<file path="src/rtl/axis_gen_pkg.sv">
// Shared definitions for the AXI-Stream pattern generator: FSM encoding,
// data-pattern selectors and the 32-bit Galois LFSR constants.
package axis_gen_pkg;

   typedef enum logic [1:0] {
      ST_IDLE = 2'd0,
      ST_WAIT = 2'd1,
      ST_SEND = 2'd2,
      ST_GAP  = 2'd3
   } gen_state_t;

   localparam logic [1:0] MODE_INC  = 2'd0;
   localparam logic [1:0] MODE_LFSR = 2'd1;
   localparam logic [1:0] MODE_IDX  = 2'd2;

   // x^32 + x^22 + x^2 + x + 1, right-shifting Galois form
   localparam logic [31:0] LFSR_TAPS = 32'h8020_0003;
   localparam logic [31:0] LFSR_SEED = 32'h0000_0001;

   function automatic logic [31:0] lfsr_step(input logic [31:0] v);
      return {1'b0, v[31:1]} ^ (v[0] ? LFSR_TAPS : 32'h0000_0000);
   endfunction

endpackage

</file>
<file path="src/rtl/axis_gen_lfsr.sv">
// 32-bit Galois LFSR: reloads the seed on load, steps once per advance.
module axis_gen_lfsr
   import axis_gen_pkg::*;
(
   input  logic        clk,
   input  logic        rst,
   input  logic        load,
   input  logic        advance,
   output logic [31:0] value
);

   always_ff @(posedge clk or posedge rst) begin
      if (rst) begin
         value <= LFSR_SEED;
      end else if (load) begin
         value <= LFSR_SEED;
      end else if (advance) begin
         value <= lfsr_step(value);
      end
   end

endmodule

</file>
<file path="src/rtl/axis_pattern_gen.sv">
// AXI-Stream master that emits cfg_pkts packets of cfg_len words after a start
// pulse, with an optional idle gap between packets and a selectable data pattern.
module axis_pattern_gen
   import axis_gen_pkg::*;
#(
   parameter int C_M_AXIS_TDATA_WIDTH = 32,
   parameter int C_M_START_COUNT      = 32,
   parameter int LEN_WIDTH            = 8,
   parameter int GAP_WIDTH            = 8
) (
   input  logic                              M_AXIS_ACLK,
   input  logic                              M_AXIS_ARESET,
   input  logic                              start,
   input  logic [LEN_WIDTH-1:0]              cfg_len,
   input  logic [15:0]                       cfg_pkts,
   input  logic [GAP_WIDTH-1:0]              cfg_gap,
   input  logic [1:0]                        cfg_mode,
   output logic                              M_AXIS_TVALID,
   output logic [C_M_AXIS_TDATA_WIDTH-1:0]   M_AXIS_TDATA,
   output logic [C_M_AXIS_TDATA_WIDTH/8-1:0] M_AXIS_TSTRB,
   output logic                              M_AXIS_TLAST,
   input  logic                              M_AXIS_TREADY,
   output logic                              busy,
   output logic                              done,
   output logic [15:0]                       pkt_count,
   output gen_state_t                        state_dbg
);

   localparam int W      = C_M_AXIS_TDATA_WIDTH;
   localparam int HALF   = W / 2;
   localparam int WAIT_W = (C_M_START_COUNT > 1) ? $clog2(C_M_START_COUNT) : 1;

   gen_state_t           state, state_n;
   logic [LEN_WIDTH-1:0] len_q;
   logic [15:0]          pkts_q;
   logic [GAP_WIDTH-1:0] gap_q;
   logic [1:0]           mode_q;
   logic [WAIT_W-1:0]    wait_cnt;
   logic [GAP_WIDTH-1:0] gap_cnt;
   // word/packet/beat numbers of the next beat to be loaded into TDATA
   logic [LEN_WIDTH-1:0] word_nxt;
   logic [15:0]          pkt_nxt;
   logic [W-1:0]         beat_nxt;
   logic [W-1:0]         beat_data;
   logic [31:0]          lfsr_value;
   logic                 launch, zero_run, load_beat;
   logic                 xfer, pkt_done, run_done, word_last;

   // Handshake: a beat moves on a rising edge where TVALID and TREADY are both 1.
   // Once TVALID is raised it stays high, with TDATA/TLAST frozen, until that
   // transfer happens; TVALID never depends combinationally on TREADY.
   assign xfer      = M_AXIS_TVALID & M_AXIS_TREADY;
   assign pkt_done  = xfer & M_AXIS_TLAST;
   assign run_done  = pkt_done & ((pkt_count + 16'd1) == pkts_q);
   assign launch    = (state == ST_IDLE) & start;
   assign zero_run  = (cfg_len == '0) | (cfg_pkts == 16'd0);
   assign word_last = (word_nxt == (len_q - LEN_WIDTH'(1)));

   assign M_AXIS_TSTRB = '1;
   assign state_dbg    = state;

   always_comb begin
      state_n   = state;
      load_beat = 1'b0;
      case (state)
         ST_IDLE: begin
            if (start && !zero_run) state_n = ST_WAIT;
         end
         ST_WAIT: begin
            if (wait_cnt == WAIT_W'(C_M_START_COUNT - 1)) begin
               state_n   = ST_SEND;
               load_beat = 1'b1;
            end
         end
         ST_SEND: begin
            if (xfer) begin
               if (run_done) begin
                  state_n = ST_IDLE;
               end else if (pkt_done && (gap_q != '0)) begin
                  state_n = ST_GAP;
               end else begin
                  load_beat = 1'b1;
               end
            end
         end
         ST_GAP: begin
            if (gap_cnt == (gap_q - GAP_WIDTH'(1))) begin
               state_n   = ST_SEND;
               load_beat = 1'b1;
            end
         end
         default: state_n = ST_IDLE;
      endcase
   end

   always_comb begin
      beat_data = beat_nxt;
      case (mode_q)
         MODE_LFSR: begin
            for (int i = 0; i < W; i++) beat_data[i] = lfsr_value[i % 32];
         end
         MODE_IDX: beat_data = {HALF'(pkt_nxt), HALF'(word_nxt)};
         default:  beat_data = beat_nxt;
      endcase
   end

   axis_gen_lfsr u_lfsr (
      .clk     (M_AXIS_ACLK),
      .rst     (M_AXIS_ARESET),
      .load    (launch),
      .advance (load_beat),
      .value   (lfsr_value)
   );

   always_ff @(posedge M_AXIS_ACLK or posedge M_AXIS_ARESET) begin
      if (M_AXIS_ARESET) begin
         state         <= ST_IDLE;
         len_q         <= '0;
         pkts_q        <= '0;
         gap_q         <= '0;
         mode_q        <= '0;
         wait_cnt      <= '0;
         gap_cnt       <= '0;
         word_nxt      <= '0;
         pkt_nxt       <= '0;
         beat_nxt      <= '0;
         pkt_count     <= '0;
         busy          <= 1'b0;
         done          <= 1'b0;
         M_AXIS_TVALID <= 1'b0;
         M_AXIS_TDATA  <= '0;
         M_AXIS_TLAST  <= 1'b0;
      end else begin
         state <= state_n;
         busy  <= (state_n != ST_IDLE);
         done  <= run_done;
         if (launch) begin
            len_q     <= cfg_len;
            pkts_q    <= cfg_pkts;
            gap_q     <= cfg_gap;
            mode_q    <= cfg_mode;
            pkt_count <= '0;
            word_nxt  <= '0;
            pkt_nxt   <= '0;
            beat_nxt  <= W'(1);
            wait_cnt  <= '0;
            done      <= zero_run;
         end
         if (state == ST_WAIT) wait_cnt <= wait_cnt + WAIT_W'(1);
         gap_cnt <= (state == ST_GAP) ? gap_cnt + GAP_WIDTH'(1) : '0;
         if (pkt_done) pkt_count <= pkt_count + 16'd1;
         if (load_beat) begin
            M_AXIS_TVALID <= 1'b1;
            M_AXIS_TDATA  <= beat_data;
            M_AXIS_TLAST  <= word_last;
            beat_nxt      <= beat_nxt + W'(1);
            if (word_last) begin
               word_nxt <= '0;
               pkt_nxt  <= pkt_nxt + 16'd1;
            end else begin
               word_nxt <= word_nxt + LEN_WIDTH'(1);
            end
         end else if (state_n != ST_SEND) begin
            M_AXIS_TVALID <= 1'b0;
            M_AXIS_TLAST  <= 1'b0;
         end
      end
   end

endmodule

</file>
<file path="config.mk">
export PLATFORM = sky130hd
export DESIGN_NAME = axis_pattern_gen
export DESIGN_NICKNAME = d
export VERILOG_FILES = /design/src/rtl/axis_gen_pkg.sv /design/src/rtl/axis_gen_lfsr.sv /design/src/rtl/axis_pattern_gen.sv
export SDC_FILE = /design/constraint.sdc
export NUM_CORES = 1
export LEC_CHECK = 0
export CAP_MARGIN = 20
export CORE_ASPECT_RATIO = 0.5
export CORE_UTILIZATION = 58
export DETAILED_ROUTE_END_ITERATION = 12
export GPL_ROUTABILITY_DRIVEN = 0
export PLACE_DENSITY = 0.81
export SETUP_SLACK_MARGIN = 0.3
export SLEW_MARGIN = 20
export SYNTH_ARGS = -nofsm -noshare
export SYNTH_HDL_FRONTEND = slang
export SYNTH_HIERARCHICAL = 1
export SYNTH_SLANG_ARGS = --single-unit
export TNS_END_PERCENT = 5
</file>
<file path="constraint.sdc">
create_clock -name M_AXIS_ACLK -period 6.6 [get_ports M_AXIS_ACLK]
set_input_delay 1.32 -clock M_AXIS_ACLK [delete_from_list [all_inputs] [get_ports M_AXIS_ACLK]]
set_output_delay 1.32 -clock M_AXIS_ACLK [all_outputs]
set_load 0.05 [all_outputs]
</file>
==> results.tsv <==
stage	metric	value	unit
worst_hold_path	min-delay worst type	flop to flop	
global_route	met2 usage	0.482	
critical_path	Setup crit end kind	flop	
critical_path	CP dominant cell by count	a211o_1	
cells_and_area	commonest cells after routing, fill and taps aside	nand2_1, dfrtp_1, nor2_1, clkdlybuf4s50_1, o21ai_0	
clock_tree	root buffer cell	clkbuf_16	
global_route	met1 Usage GRT	0.366	
critical_path	slowest stage cell, crit path	a31oi_1	
route	wire length per cell	17.6	um
route	Post-Route WL	24700	um
die	die height	95.5	um
sta	Max Clock Freq	0.226	GHz
sta	TNS Setup	0	ns
cells_and_area	final net count	1211	
sta	Pins Over Slew Limit	0	
flow_run	Max-cap violations	0	
critical_path	CP bufs+invs	2	
clock_tree	CTS tree	built	
synthesis	post-synth top area share	0.464	
route	Routed Antenna Nets	0	
die	initial core utilization	0.607	
outcome	status	complete, no violations	
critical_path	crit path kind	input pin to flop	
critical_path	CP arrival	4.73	ns
synthesis	share of synthesized flip-flops with an asynchronous set or reset	1.00	
cells_and_area	final-layout fill cell count	1316	
clock_tree	Skew-Pair Late Insertion Delay	0.44	ns
route	drt initial violations	777	
synthesis	number of synthesized flops with an enable pin	0	
synthesis	Synth area leader	dfrtp_1	
synthesis	Avg Cell Area, Syn	9.09	um^2
clock_tree	CTS Hold Buffers Added	0	
critical_path	critical path fanouts, max	21	
power_and_ir_drop	Comb pwr share	0.182	
sta	minimum clock period	4.42	ns
clock_tree	clock-pin slew on the worst setup and hold paths	0.08	ns
die	row count	33	
critical_path	Worst R2R Path Depth	9	
critical_path	CP Data Required Time	6.92	ns
critical_path	Startpoint Class	input pin	
critical_path	Critical Path Stages	10	
power_and_ir_drop	Cell Pwr Density	271	mW/mm^2
placed_design	placed wire-length estimate	16300	um
global_route	met3 GRT Util	0.0545	
sta	Final Setup Violations	0	
route	DR vias/cell	6.09	
synthesis	ys flop type	dfrtp_1	
sta	hold_ws	0.487	ns
critical_path	max incr delay on CP	0.81	ns
clock_tree	CTS max path bufs	2	
global_route	largest net degree at the start of global routing	120	
sta	final worst-path cycle share	0.669	
synthesis	Mapped Area	0.0101	mm^2
global_route	global routing's busiest layer	met2	
die	Die Footprint	0.0181	mm^2
critical_path	worst-path cell chain	clkdlybuf4s50_1 -> nand3_1 -> buf_4 -> a2111oi_0 -> nand2_1 -> a211o_1 -> or4_1 -> a31oi_1 -> nor3b_1 -> a211o_1	
clock_tree	post-cts resize count	0	
global_route	vias in the first global route	8201	
cells_and_area	Layout Cells excl Fill	1401	
worst_hold_path	WHS Path Cells	2	
sta	Slew headroom	0.335	
placed_design	IO buf count	91	
route	vias	8533	
power_and_ir_drop	sequential power share	0.486	
power_and_ir_drop	P_sw	1.04	mW
power_and_ir_drop	Clk pwr share	0.333	
cells_and_area	layout cells sized above 1	0.0630	
cells_and_area	diode count	0	
sta	RSZ-0062 raised after global routing	no	
global_route	global-route wire length before repair	40400	um
synthesis	yosys warns	6	
synthesis	Netlist cell types	74	
cells_and_area	Area Growth Syn to Fin	14.5	%
route	# DRC	0	
global_route	All-Layer GR Usage	0.282	
synthesis	Seq/Total Area, Yosys	0.466	
die	Ports	96	
synthesis	flops & latches, synth	189	
power_and_ir_drop	cell internal pwr	2.11	mW
die	Die W	189	um
clock_tree	H-tree Lvls	4	
synthesis	Syn Inst Count	1116	
die	total core area	0.0167	mm^2
route	drt pass-1 iters	5	
sta	Final Hold Violating Endpoints	0	
clock_tree	total CTS buffers	17	
global_route	gr ovfl total	0	
sta	Slew @ Worst Pin	0.993	ns
sta	clk_skew	0.0156	ns
power_and_ir_drop	Switching Share	0.329	
synthesis	main area contributors after synthesis	dfrtp_1, nand2_1, mux2i_1	
cells_and_area	utilization after layout	0.695	
clock_tree	post-CTS setup buffer count	0	
clock_tree	CTS sink cnt	189	
power_and_ir_drop	Leakage	4.96	nW
cells_and_area	most common cell after layout, fill and taps aside	nand2_1	
power_and_ir_drop	VDD IR-drop max	205	uV
critical_path	top cell family by delay on the critical path	compound AO/OA/AOI/OAI gates	
placed_design	Placed Cells	1369	
global_route	initial antenna violation count	0	
==> per-stage QoR <==
step	setup slack [ns]	instance area [um^2]	power, mW
2_1_floorplan	1.05	10200	1.91
3_3_place_gp	1.85	11000	2.07
3_5_place_dp	1.78	11000	2.11
4_1_cts	2.20	11600	3.16
5_1_grt	1.92	11600	3.29
6_report	2.18	11600	3.15
==> state kept, by name (all words and copies together) (netlist names), 5 cells and up <==
| name | count |
|---|---|
| gap_cnt | 8 |
| pkt_nxt | 16 |
| M_AXIS_TDATA | 32 |
| gap_q | 8 |
| word_nxt | 8 |
| u_lfsr/value | 32 |
| pkt_count | 16 |
| wait_cnt | 5 |
| len_q | 8 |
| pkts_q | 16 |
| beat_nxt | 32 |
==> logic make-up (layout without fill, tap and decap cells) <==
family          count (synthesis)  after routing  synth area share
mux                            55             55            0.0543
simple gates                  479            479             0.225
compound gates                238            238             0.151
fa+ha+maj                      12             12            0.0148
buf+inv                        97            152            0.0486
other cells                     1              4          0.000370
xor+xnor                       45             45            0.0389
flops                         189            189             0.466
==> final timing paths <==
| path | from | end | slack [ns] |
|---|---|---|---|
| setup / recovery | M_AXIS_TREADY | word_nxt[2]$_DFFE_PP0P_ | 2.18 |
| hold / removal | M_AXIS_TDATA[17]$_DFFE_PP0P_ | M_AXIS_TDATA[17]$_DFFE_PP0P_ | 0.49 |
| setup reg to reg | pkt_count[0]$_DFFE_PP0P_ | word_nxt[2]$_DFFE_PP0P_ | 2.49 |
| hold reg to reg | M_AXIS_TDATA[17]$_DFFE_PP0P_ | M_AXIS_TDATA[17]$_DFFE_PP0P_ | 0.49 |
| max in group asynchronous | M_AXIS_ARESET | beat_nxt[29]$_DFFE_PP0P_ | 4.14 |
| min in group asynchronous | M_AXIS_ARESET | u_lfsr/value[29]$_DFFE_PP0P_ | 1.45 |
==> worst reg2reg max path, cell delays in order, from the launching register on <==
cell,delay (ns)
dfrtp_1,0.56
ha_1,0.39
nand3_1,0.20
nor2_1,0.50
a21boi_0,0.28
o211ai_1,0.12
or4_1,0.69
a31oi_1,0.82
nor3b_1,0.14
a211o_1,0.32
==> power groups by stage <==
stage / clock [mW] / combinational, mW / sequential, mW
floorplan: 0 / 0.320 / 1.59
CTS: 1.06 / 0.575 / 1.52
global route: 1.11 / 0.630 / 1.55
global placement: 0 / 0.540 / 1.53
finish: 1.05 / 0.573 / 1.53
detailed placement: 0 / 0.570 / 1.54
==> layer usage <==
layer	routed length, um	vias to the layer above
li1	-	3994
met3	1510	43
met1	10800	4203
met5	0	-
met4	448	0
met2	11900	293
==> cells in the mapped netlist, types with 6 or more instances <==
master,n
and3_1,14
o211ai_1,7
buf_2,13
ha_1,12
nand2b_1,23
nor3b_1,6
xnor2_1,31
nand4_1,14
a31oi_1,7
nor4_1,12
nand2_1,195
or2_2,7
or3_1,7
inv_1,21
nand3_1,44
nor3_1,18
nor2_1,102
and4_1,6
mux2i_1,55
o31ai_1,11
dfrtp_1,188
a22oi_1,26
a21o_1,14
clkbuf_1,40
xor2_1,14
buf_4,11
a21oi_1,51
o21ai_0,74
==> layout make-up <==
cell class	instances	area, um^2	area share
Clock buffer	17	425	0.0366
Clock inverter	15	165	0.0142
Inverter	23	93.8	0.00808
Multi-Input combinational cell	833	4950	0.426
Sequential cell	189	4730	0.407
Tap cell	227	284	0.0244
Timing Repair Buffer	97	968	0.0834
No activity file was read; power rests on OpenSTA's default activity.
